<file path="config.mk">
export PLATFORM = sky130hd
export DESIGN_NAME = ccff_chain_loader
export DESIGN_NICKNAME = d
export VERILOG_FILES = /design/src/rtl/ccff_chain_loader.sv
export SDC_FILE = /design/constraint.sdc
export NUM_CORES = 1
export LEC_CHECK = 0
export ABC_AREA = 1
export BUFFER_PORTS_ARGS = -buffer_cell sky130_fd_sc_hd__buf_2
export CELL_PAD_IN_SITES_DETAIL_PLACEMENT = 0
export CELL_PAD_IN_SITES_GLOBAL_PLACEMENT = 1
export CORE_ASPECT_RATIO = 0.9
export CORE_MARGIN = 2
export CORE_UTILIZATION = 41
export CTS_CLUSTER_DIAMETER = 50
export CTS_CLUSTER_SIZE = 8
export DETAILED_ROUTE_END_ITERATION = 10
export PLACE_DENSITY = 0.88
export SLEW_MARGIN = 25
export SYNTH_ARGS = -nofsm -noshare
export SYNTH_HDL_FRONTEND = slang
export SYNTH_SLANG_ARGS = --single-unit
</file>
<file path="constraint.sdc">
create_clock -name prog_clk -period 3.3 [get_ports prog_clk]
set_input_delay 0.165 -clock prog_clk [delete_from_list [all_inputs] [get_ports prog_clk]]
set_output_delay 0.165 -clock prog_clk [all_outputs]
set_load 0.01 [all_outputs]
</file>
<file path="src/rtl/ccff_chain_loader.sv">
// Configuration-chain writer: serialises host words onto the ccff chain head.
// Optional tail readback CRC-8 enabled by defining CCFF_CRC_EN.
module ccff_chain_loader #(
  parameter int CHAIN_LEN = 17,
  parameter int WORD_W    = 8
) (
  input  logic              prog_clk,
  input  logic              reset,
  input  logic              start,
  input  logic              abort,
  input  logic [WORD_W-1:0] word_in,
  input  logic              word_valid,
  output logic              word_ready,
  output logic              ccff_head,
  output logic              ccff_shift_en,
  input  logic              ccff_tail,
  output logic              busy,
  output logic              done,
  output logic [7:0]        crc_out
);

  localparam int CNT_W = $clog2(CHAIN_LEN + 1);
  localparam int SUB_W = $clog2(WORD_W + 1);

  typedef enum logic [1:0] {
    IDLE,
    FETCH,
    SHIFT,
    FINISH
  } state_t;

  state_t            state_q, state_d;
  logic [CNT_W-1:0]  rem_q;
  logic [SUB_W-1:0]  sub_q;
  logic [SUB_W-1:0]  sub_init;
  logic [WORD_W-1:0] sreg_q;
  logic              head_q;
  logic              en_q;
  logic              take;
  logic              word_end;
  logic              last_bit;

  assign take     = word_valid & word_ready;
  assign word_end = (sub_q == SUB_W'(1));
  assign last_bit = (rem_q == CNT_W'(1));

  // Bits taken from the next word: a full word, or what is left of the chain
  always_comb begin
    sub_init = SUB_W'(WORD_W);
    if (32'(rem_q) < 32'(WORD_W))
      sub_init = SUB_W'(rem_q);
  end

  // State register
  always_ff @(posedge prog_clk or negedge reset) begin
    if (!reset) state_q <= IDLE;
    else        state_q <= state_d;
  end

  // Next-state decode and handshake ready
  always_comb begin
    state_d    = state_q;
    word_ready = 1'b0;
    unique case (state_q)
      IDLE: begin
        if (start) state_d = FETCH;
      end
      FETCH: begin
        word_ready = ~abort;
        if (abort)           state_d = IDLE;
        else if (word_valid) state_d = SHIFT;
      end
      SHIFT: begin
        if (abort)         state_d = IDLE;
        else if (word_end) state_d = last_bit ? FINISH : FETCH;
      end
      FINISH: begin
        state_d = IDLE;
      end
      default: state_d = IDLE;
    endcase
  end

  // Head bit and shift enable are launched together so each appears
  // for exactly the cycles the loader spends in SHIFT
  always_ff @(posedge prog_clk or negedge reset) begin
    if (!reset) begin
      rem_q  <= '0;
      sub_q  <= '0;
      sreg_q <= '0;
      head_q <= 1'b0;
      en_q   <= 1'b0;
    end else begin
      head_q <= 1'b0;
      en_q   <= 1'b0;
      unique case (state_q)
        IDLE: begin
          if (start) rem_q <= CNT_W'(CHAIN_LEN);
        end
        FETCH: begin
          if (take) begin
            sreg_q <= word_in << 1;
            head_q <= word_in[WORD_W-1];
            en_q   <= 1'b1;
            sub_q  <= sub_init;
          end
        end
        SHIFT: begin
          if (!abort) begin
            rem_q <= rem_q - CNT_W'(1);
            sub_q <= sub_q - SUB_W'(1);
            if (!word_end) begin
              head_q <= sreg_q[WORD_W-1];
              sreg_q <= sreg_q << 1;
              en_q   <= 1'b1;
            end
          end
        end
        FINISH: begin
        end
        default: begin
        end
      endcase
    end
  end

  assign ccff_head     = head_q;
  assign ccff_shift_en = en_q;
  assign busy          = (state_q != IDLE);
  assign done          = (state_q == FINISH);

`ifdef CCFF_CRC_EN
  logic [7:0] crc_q;
  logic       crc_fb;

  assign crc_fb = crc_q[7] ^ ccff_tail;

  // CRC-8 (poly 0x07) over the bits leaving the chain tail
  always_ff @(posedge prog_clk or negedge reset) begin
    if (!reset)
      crc_q <= 8'h00;
    else if (state_q == IDLE && start)
      crc_q <= 8'h00;
    else if (en_q)
      crc_q <= {crc_q[6:0], 1'b0} ^ (crc_fb ? 8'h07 : 8'h00);
  end

  assign crc_out = crc_q;
`else
  logic tail_unused;

  assign tail_unused = ccff_tail;
  assign crc_out     = 8'h00;
`endif

endmodule

</file>
# Word-level counts from Yosys, hierarchy flattened
# Cells that the tools add are included.
# classes
n_addsub,2
mul,0
div,0
n_lt_le_gt_ge,1
eq_ne,11
shifts,0
n_mux,27
n_bitwise,2
reduce_logical,8
# op_table
operator,count
2-to-1 mux 8 bit,3
one-hot mux 8 bit (2 select lines),1
2-to-1 mux 2 bit,6
2-to-1 mux 4 bit,3
2-to-1 mux 5 bit,2
one-hot mux 5 bit (2 select lines),1
AND reduction 3 bit,3
"inequality test 2 bit, second input constant",4
one-hot mux 2 bit (4 select lines),1
one-hot mux 4 bit (2 select lines),1
2-to-1 mux 1 bit,7
"inequality test 3 bit, second input constant",2
nonzero test 2 bit,3
"== test 5 x 1 -> 1 bit, second input constant",1
"less-than comparator 5 x 4 -> 1 bit, second input constant",1
"subtractor 5 x 1 -> 5 bit, second input constant",1
"== test 2 bit, second input constant",2
"== test 4 x 1 -> 1 bit, second input constant",1
one-hot mux 1 bit (2 select lines),2
AND reduction 4 bit,1
"subtractor 4 x 1 -> 4 bit, second input constant",1
"== test 2 x 1 -> 1 bit, second input constant",1
zero test 2 bit,1
AND 1 bit,1
inverter 1 bit,1
# word_totals
reg_bits,21
latchBits,0
mem_bits_rw,0
romBits,0
in_bits,14
output_inout_bits,13
word_cells,57
n_memories,0

# Logic depth before layout (Yosys ltp)
# Gate-level depths: netlist of run 1.
# logic_depth
ltp_word,5
ltp_mapped,10
depth_no_buf,9

# Worst setup path before layout of run 1
# OpenSTA, ideal clock, no wires.
# synth_path
kind,reg2reg
startpoint,register state_q[1]
endpoint,register sreg_q[1]
setup_time_ps,118
arrival_time_ps,1353
required_ps,3182
path_slack_ps,1830
stages_incl_launch_ff,8
path_buffers,0
period_less_slack_ps,1470
path_cell_list,dfrtp_1 inv_1 ha_1 nand3_4 a21oi_4 nand2_4 nand2_1 nand2_1
# synth_between
elab_chain_cells,5
elab_cells_between_ends,10
classes_between,eq/ne: 5; mux: 2; bitwise: 1; reduce/logical: 2
# synth_rtl
item,line_no,rtl
start: declaration,32,"state_t state_q, state_d;"
start signal: assignment,57,else state_q <= state_d;
== test 2 x 1 -> 1 bit,"64, 96",
2-to-1 mux 1 bit,64,unique case (state_q)
AND 1 bit,43,assign take = word_valid & word_ready;
inequality test 2 bit (no source line),--,
AND reduction 4 bit (no source line),--,
end signal: assignment,102,sreg_q <= word_in << 1;
end signal: assignment,114,sreg_q <= sreg_q << 1;
end: declaration,36,logic [WORD_W-1:0] sreg_q;
# Parallel ways exist; a longest one is shown, timed or not.
# A chain may end at the register's enable or synchronous reset.

# Worst setup path in the final report of run 1
# layout_path
startpoint,register state_q[0]
endpoint,register sreg_q[7]
# The elaborated chain is that of the path after synthesis.

==> qor.yml, run 1 <==
run_status:
  status: "finished clean"
routing:
  postRouteAntennaNets: 0
  totalWireLength_um: 2780
  via_per_inst: 4.72
  drtIter0Drc: 28
  via_count: 1185
  dr.pass1.iters: 5
  wl_per_cell_um: 11.1
  remaining_drc_errors: 0
clock_network:
  clk_path_buf_depth: 2
  clk_pin_slew_worst_paths_ps: 120
  insertion_delay_ps: 310
  cts-root-buf: "clkbuf_4"
  clock_sinks: 20
  htreeDepth: 1
  cts_tree: "done"
  cts_made_buffers: 3
sta:
  rsz0062_at_grt: "false"
  fin_crit_sh: 0.625
  period_needed_ps: 2060
  whs_ps: 105
  relSlewSlack: 0.555
  worst_pin_slew_ps: 667
  fin_worst_skew_ps: 6.65
  hold_viol_final: 0
  fmax_mhz: 485
  setup_viol: 0
  slew_violations: 0
  finalSetupTns_ps: 0
yosys:
  post_synth.cell_area_avg_um2: 7.07
  ys_seq_area_frac: 0.370
  ys_seq_elements: 20
  syn_area_um2: 1350
  ys_types: 20
  syn_inst: 191
  yosysWarnings: 0
layout:
  area_growth_pct: 9.81
  nFillCells: 340
  num_antenna_cells: 0
  multi_input_area_um2: 706
  most-common-layout-cells: "73 x nand2_1, 23 x inv_1, 20 x dfrtp_1, 17 x nand3_1, 17 x buf_2"
  final_common_cell: "nand2_1"
  seq_area_um2: 500
  nets: 233
  drive_gt1_frac: 0.134
critical_path:
  criticalPathCategory: "flip-flop to flip-flop"
  rrSetupSlack_ps: 1240
  path_buf_inv: 2
  crit_top_cell: "nand2_1"
  critPathTopFamily: "simple AND/OR/NAND/NOR gates"
  critPathMaxStageDelay_ps: 590
  r2r-start: "state_q[0]$_DFFE_PN0P_"
  setup.worst_path.start_class: "flip-flop"
  crit_path_end_kind: "flip-flop"
  cp_cell_sequence: "inv_1 > ha_1 > inv_2 > nand2_1 > nand2_1 > nand2_4 > nand2_1 > nand2_1"
  cp.arrival_ps: 2320
  cp_data_required_time_ps: 3560
  r2r_cells: 8
  r2r_end: "sreg_q[7]$_DFFE_PN0P_"
  cp_max_fo: 17
  crit_slowest_cell: "ha_1"
global_route:
  antenna_found_initial: 0
  track_usage: 0.163
  grt_pass1_wl_um: 4860
  overflow: 0
  grt_max_degree: 21
  grt_pass1_vias: 1119
pwr:
  power_mw: 1.28
  vdd_drop_max_uv: 394
  p_leak_nw: 0.851
  power.density_nw_per_um2: 863
floorplan:
  die_x_um: 64.5
  num_io_pins: 27
  design.core.area_um2: 3090
  die-area_um2: 3770
  initial_core_util: 0.437
  rows: 19
  die_h_um: 58.5
placement:
  portBuffers: 17
  gp_congestion: 0.803
  dp_hpwl_um: 2060
hold_path:
  worst_hold_path_type: "input pin to flip-flop"
  min_to: "ccff_head$_DFF_PN0_"
  worstHoldStart: "word_in[7]"
  whs_path_depth: 3
flow_run:
  maxCapViolations: 0
## cell type report
class                   count  area share
multi-input cells         142       0.476
inverters                  25      0.0632
well taps                  42      0.0354
flip-flops and latches     20       0.337
repair buffers             18      0.0641
clock buffers               4      0.0245
## through the flow
stage	util	instances	cell area (um2)	setup slack, ps
2_1_floorplan	-	198	1380	1830
3_3_place_gp	0.465	246	1440	1270
3_5_place_dp	0.465	246	1440	1250
4_1_cts	0.480	251	1480	1220
5_1_grt	0.480	251	1480	1020
6_report	0.480	251	1480	1240
## sequential cells by signal (all words and copies together), names as in the netlist
name,cells
sreg_q,7
rem_q,5
ccff_shift_en,1
ccff_head,1
sub_q,4
state_q,2
## where the power goes
group          switching (mW)  internal [mW]
sequential             0.0631          0.345
combinational           0.477          0.244
clock                  0.0834         0.0674
total                   0.624          0.656
## how the worst max path moves through the flow
stage                                       from                     to  slack, ps  cells past startpoint
after global placement    state_q[0]$_DFFE_PN0P_  sreg_q[5]$_DFFE_PN0P_       1270                      8
after detailed placement  state_q[0]$_DFFE_PN0P_  sreg_q[4]$_DFFE_PN0P_       1250                      8
after CTS                 state_q[0]$_DFFE_PN0P_  sreg_q[4]$_DFFE_PN0P_       1220                      8
after global routing      state_q[0]$_DFFE_PN0P_  sreg_q[3]$_DFFE_PN0P_       1020                      8
final                     state_q[0]$_DFFE_PN0P_  sreg_q[7]$_DFFE_PN0P_       1240                      8
after floorplan           state_q[1]$_DFFE_PN0P_  sreg_q[1]$_DFFE_PN0P_       1830                      7
## layer usage
metal | GRT usage | share of wire | vias to the layer above
met3 | 0.0229 | 0.033 | 5
met4 | 0.0699 | 0.014 | 0
li1 | - | - | 611
met2 | 0.263 | 0.46 | 25
met5 | 0 | 0 | -
met1 | 0.221 | 0.49 | 544
## synthesized netlist by cell type
master	number	area share
buf_4	9	0.050
o22ai_1	1	0.0046
nand2_1	73	0.20
nand3_4	1	0.013
nand3_1	17	0.063
nand2_4	1	0.0083
o21ai_0	8	0.030
conb_1	1	0.0028
dfrtp_1	20	0.37
inv_2	2	0.0056
nand4_1	2	0.0093
ha_1	9	0.083
a21oi_1	3	0.011
nand3b_1	1	0.0056
a21oi_2	2	0.013
o21ai_1	3	0.011
buf_2	2	0.0074
inv_1	23	0.064
a21oi_4	1	0.012
nor2_1	12	0.033
## tightest hold or removal path: cells and delay by family
| kind | cells | cell delay [ps] |
|---|---|---|
| buffers and inverters | 1 | 100 |
| AND/OR/NAND/NOR | 1 | 70 |
| AO/OA/AOI/OAI | 1 | 60 |
## cell families after synthesis
family                   share of synthesized area
buffers and inverters                        0.127
AND/OR/NAND/NOR                              0.335
flip-flops                                   0.370
AO/OA/AOI/OAI                               0.0815
adder cells (fa/ha/maj)                     0.0833
other                                      0.00278
## repair_timing
action | CTS | global route
hold endpoints to repair | 20 | 0
hold buffers | 1 | 0
gates resized for setup | 0 | 0
setup buffers | 0 | 0
Power figures use the tool's default switching activity.
==> inputs of run 2 (changes only) <==
--- a/config.mk
+++ b/config.mk
@@ -11,11 +11,11 @@
 export CELL_PAD_IN_SITES_GLOBAL_PLACEMENT = 1
 export CORE_ASPECT_RATIO = 0.9
 export CORE_MARGIN = 2
-export CORE_UTILIZATION = 41
+export CORE_UTILIZATION = 38
 export CTS_CLUSTER_DIAMETER = 50
 export CTS_CLUSTER_SIZE = 8
 export DETAILED_ROUTE_END_ITERATION = 10
-export PLACE_DENSITY = 0.88
+export PLACE_DENSITY = 0.83
 export SLEW_MARGIN = 25
 export SYNTH_ARGS = -nofsm -noshare
 export SYNTH_HDL_FRONTEND = slang
==> constraint.sdc (replaced) <==
create_clock -name prog_clk -period 2 [get_ports prog_clk]
set_input_delay 0.1 -clock prog_clk [delete_from_list [all_inputs] [get_ports prog_clk]]
set_output_delay 0.1 -clock prog_clk [all_outputs]
set_load 0.01 [all_outputs]
==> qor.yml, run 2 (synthesis gave the netlist of run 1 again) <==
critical_path:
  path_buf_inv: 2  # unchanged
  critPathTopFamily: "simple AND/OR/NAND/NOR gates"
  cp_max_fo: 9  # -8
  setup.worst_path.start_class: "flip-flop"
  crit_path_end_kind: "flip-flop"
  crit_top_cell: "nand2_1"
  crit_slowest_cell: "dfrtp_1"
  cp.arrival_ps: 1940  # -380 ps
  critPathMaxStageDelay_ps: 420  # -170 ps
  cp_cell_sequence: "inv_1 > ha_1 > inv_2 > nand2_1 > nand2_1 > nand2_4 > nand2_1 > nand2_1"
  criticalPathCategory: "flip-flop to flip-flop"
  cp_data_required_time_ps: 2190  # -1370 ps
routing:
  wl_per_cell_um: 10.5  # -5.4%
  drtIter0Drc: 35  # +25%
  via_per_inst: 4.39  # -6.9%
  postRouteAntennaNets: 0  # unchanged
  via_count: 1125  # -5.1%
  dr.pass1.iters: 6  # +1
  totalWireLength_um: 2680  # -3.6%
  remaining_drc_errors: 0  # unchanged
run_status:
  status: "finished clean"
placement:
  portBuffers: 17  # unchanged
  post-place-ws_ps: 272  # -976 ps
  gp_congestion: 0.804  # +0.17%
  dp_hpwl_um: 2100  # +1.8%
global_route:
  antenna_found_initial: 0  # unchanged
  overflow: 0  # unchanged
  track_usage: 0.152  # -0.0109
  grt_pass1_vias: 1039  # -7.1%
  grt_max_degree: 21  # unchanged
  grt_pass1_wl_um: 4650  # -4.4%
hold_path:
  worst_hold_path_type: "input pin to flip-flop"
layout:
  final_util: 0.449  # -0.0313
  nets: 236  # +1.3%
  most-common-layout-cells: "73 x nand2_1, 23 x inv_1, 20 x dfrtp_1, 17 x nand3_1, 17 x buf_2"
  reg_top3: "sreg_q (7), rem_q (5), sub_q (4)"
  nFillCells: 382  # +12%
  num_antenna_cells: 0  # unchanged
  top_register: "sreg_q"
  drive_gt1_frac: 0.146  # +0.0123
  largest_register_ffs: 7  # unchanged
  final_common_cell: "nand2_1"
  area_growth_pct: 13.1
clock_network:
  cts-root-buf: "clkbuf_8"
  cts_made_buffers: 3  # unchanged
  clk_pin_slew_worst_paths_ps: 80  # -40 ps
  clk_path_buf_depth: 2  # unchanged
  insertion_delay_ps: 250  # -60 ps
  clock_sinks: 20  # unchanged
  cts_tree: "done"
  htreeDepth: 1  # unchanged
  cts_setup_buffers: 0  # unchanged
sta:
  period_needed_ps: 1750  # -317 ps
  setup_viol: 0  # unchanged
  whs_ps: 103  # -2.54 ps
  setup_ws_ps: 255  # -983 ps
  fin_worst_skew_ps: 6.04  # -0.618 ps
  fmax_mhz: 573  # +18%
  rsz0062_at_grt: "false"
  fin_crit_sh: 0.873  # +0.248
  hold_viol_final: 0  # unchanged
  finalSetupTns_ps: 0  # unchanged
  slew_violations: 0  # unchanged
floorplan:
  design.core.area_um2: 3400  # +10%
  num_io_pins: 27  # unchanged
  rows: 20  # +1
  die-area_um2: 4050  # +7.4%
  die_h_um: 60.6  # +3.6%
  initial_core_util: 0.397  # -0.0402
  die_x_um: 66.9  # +3.6%
pwr:
  vdd_drop_max_uv: 650  # +65%
  power.density_nw_per_um2: 1430  # +66%
  p_leak_nw: 0.873  # +2.7%
flow_run:
  maxCapViolations: 0  # unchanged
[run 2: cell count changes in the layout (fill, tap and decap cells not counted)]
cell	change
buf_4	+3
clkbuf_4	-3
clkbuf_8	+3
[run 2: final timing paths]
kind                       cells after the start                     end  slack (ps)              startpoint
max                                            8   sreg_q[6]$_DFFE_PN0P_         250  state_q[0]$_DFFE_PN0P_
min                                            3     ccff_head$_DFF_PN0_         100              word_in[7]
max reg2reg                                    8   sreg_q[6]$_DFFE_PN0P_         250  state_q[0]$_DFFE_PN0P_
min reg2reg                                    2   sreg_q[1]$_DFFE_PN0P_         470   sreg_q[1]$_DFFE_PN0P_
max in group asynchronous                      2   sreg_q[1]$_DFFE_PN0P_        1350                   reset
min in group asynchronous                      2  state_q[0]$_DFFE_PN0P_         320                   reset
[run 2: layout make-up]
cell class / instances / area (um2) / share of cell area
Clock buffer: 4 / 55.1 / 0.0360
Inverter: 25 / 93.8 / 0.0614
Multi-Input combinational cell: 142 / 706 / 0.462
Sequential cell: 20 / 500 / 0.328
Tap cell: 44 / 55.1 / 0.0360
Timing Repair Buffer: 21 / 118 / 0.0770
[run 2: metrics by stage]
stage,area [um2],total power [mW],cells
3_5_place_dp,1460,1.90,251
4_1_cts,1530,2.22,256
6_report,1530,2.19,256
3_3_place_gp,1460,1.88,251
5_1_grt,1530,2.45,256
2_1_floorplan,1380,1.61,198
[run 2: layer usage]
layer | track usage | vias to the layer above | share of wire
li1 | - | 620 | -
met1 | 0.219 | 489 | 0.54
met2 | 0.236 | 14 | 0.42
met3 | 0.0223 | 2 | 0.024
met4 | 0.0525 | 0 | 0.010
met5 | 0 | - | 0
[run 2: worst min-delay path: cells and delay by family]
family / cells / cell delay, ps
buf+inv: 1 / 90
simple gates: 1 / 70
compound gates: 1 / 60
[run 2: where the power goes]
group | switching (mW) | total [mW] | internal [mW]
clock | 0.133 | 0.308 | 0.175
combinational | 0.782 | 1.21 | 0.426
sequential | 0.104 | 0.675 | 0.571
total | 1.02 | 2.19 | 1.17
[run 2: what timing repair did]
item | in CTS | in global routing
hold endpoints to repair | 20 | 0
hold buffers | 1 | 0
resized for setup | 0 | 0
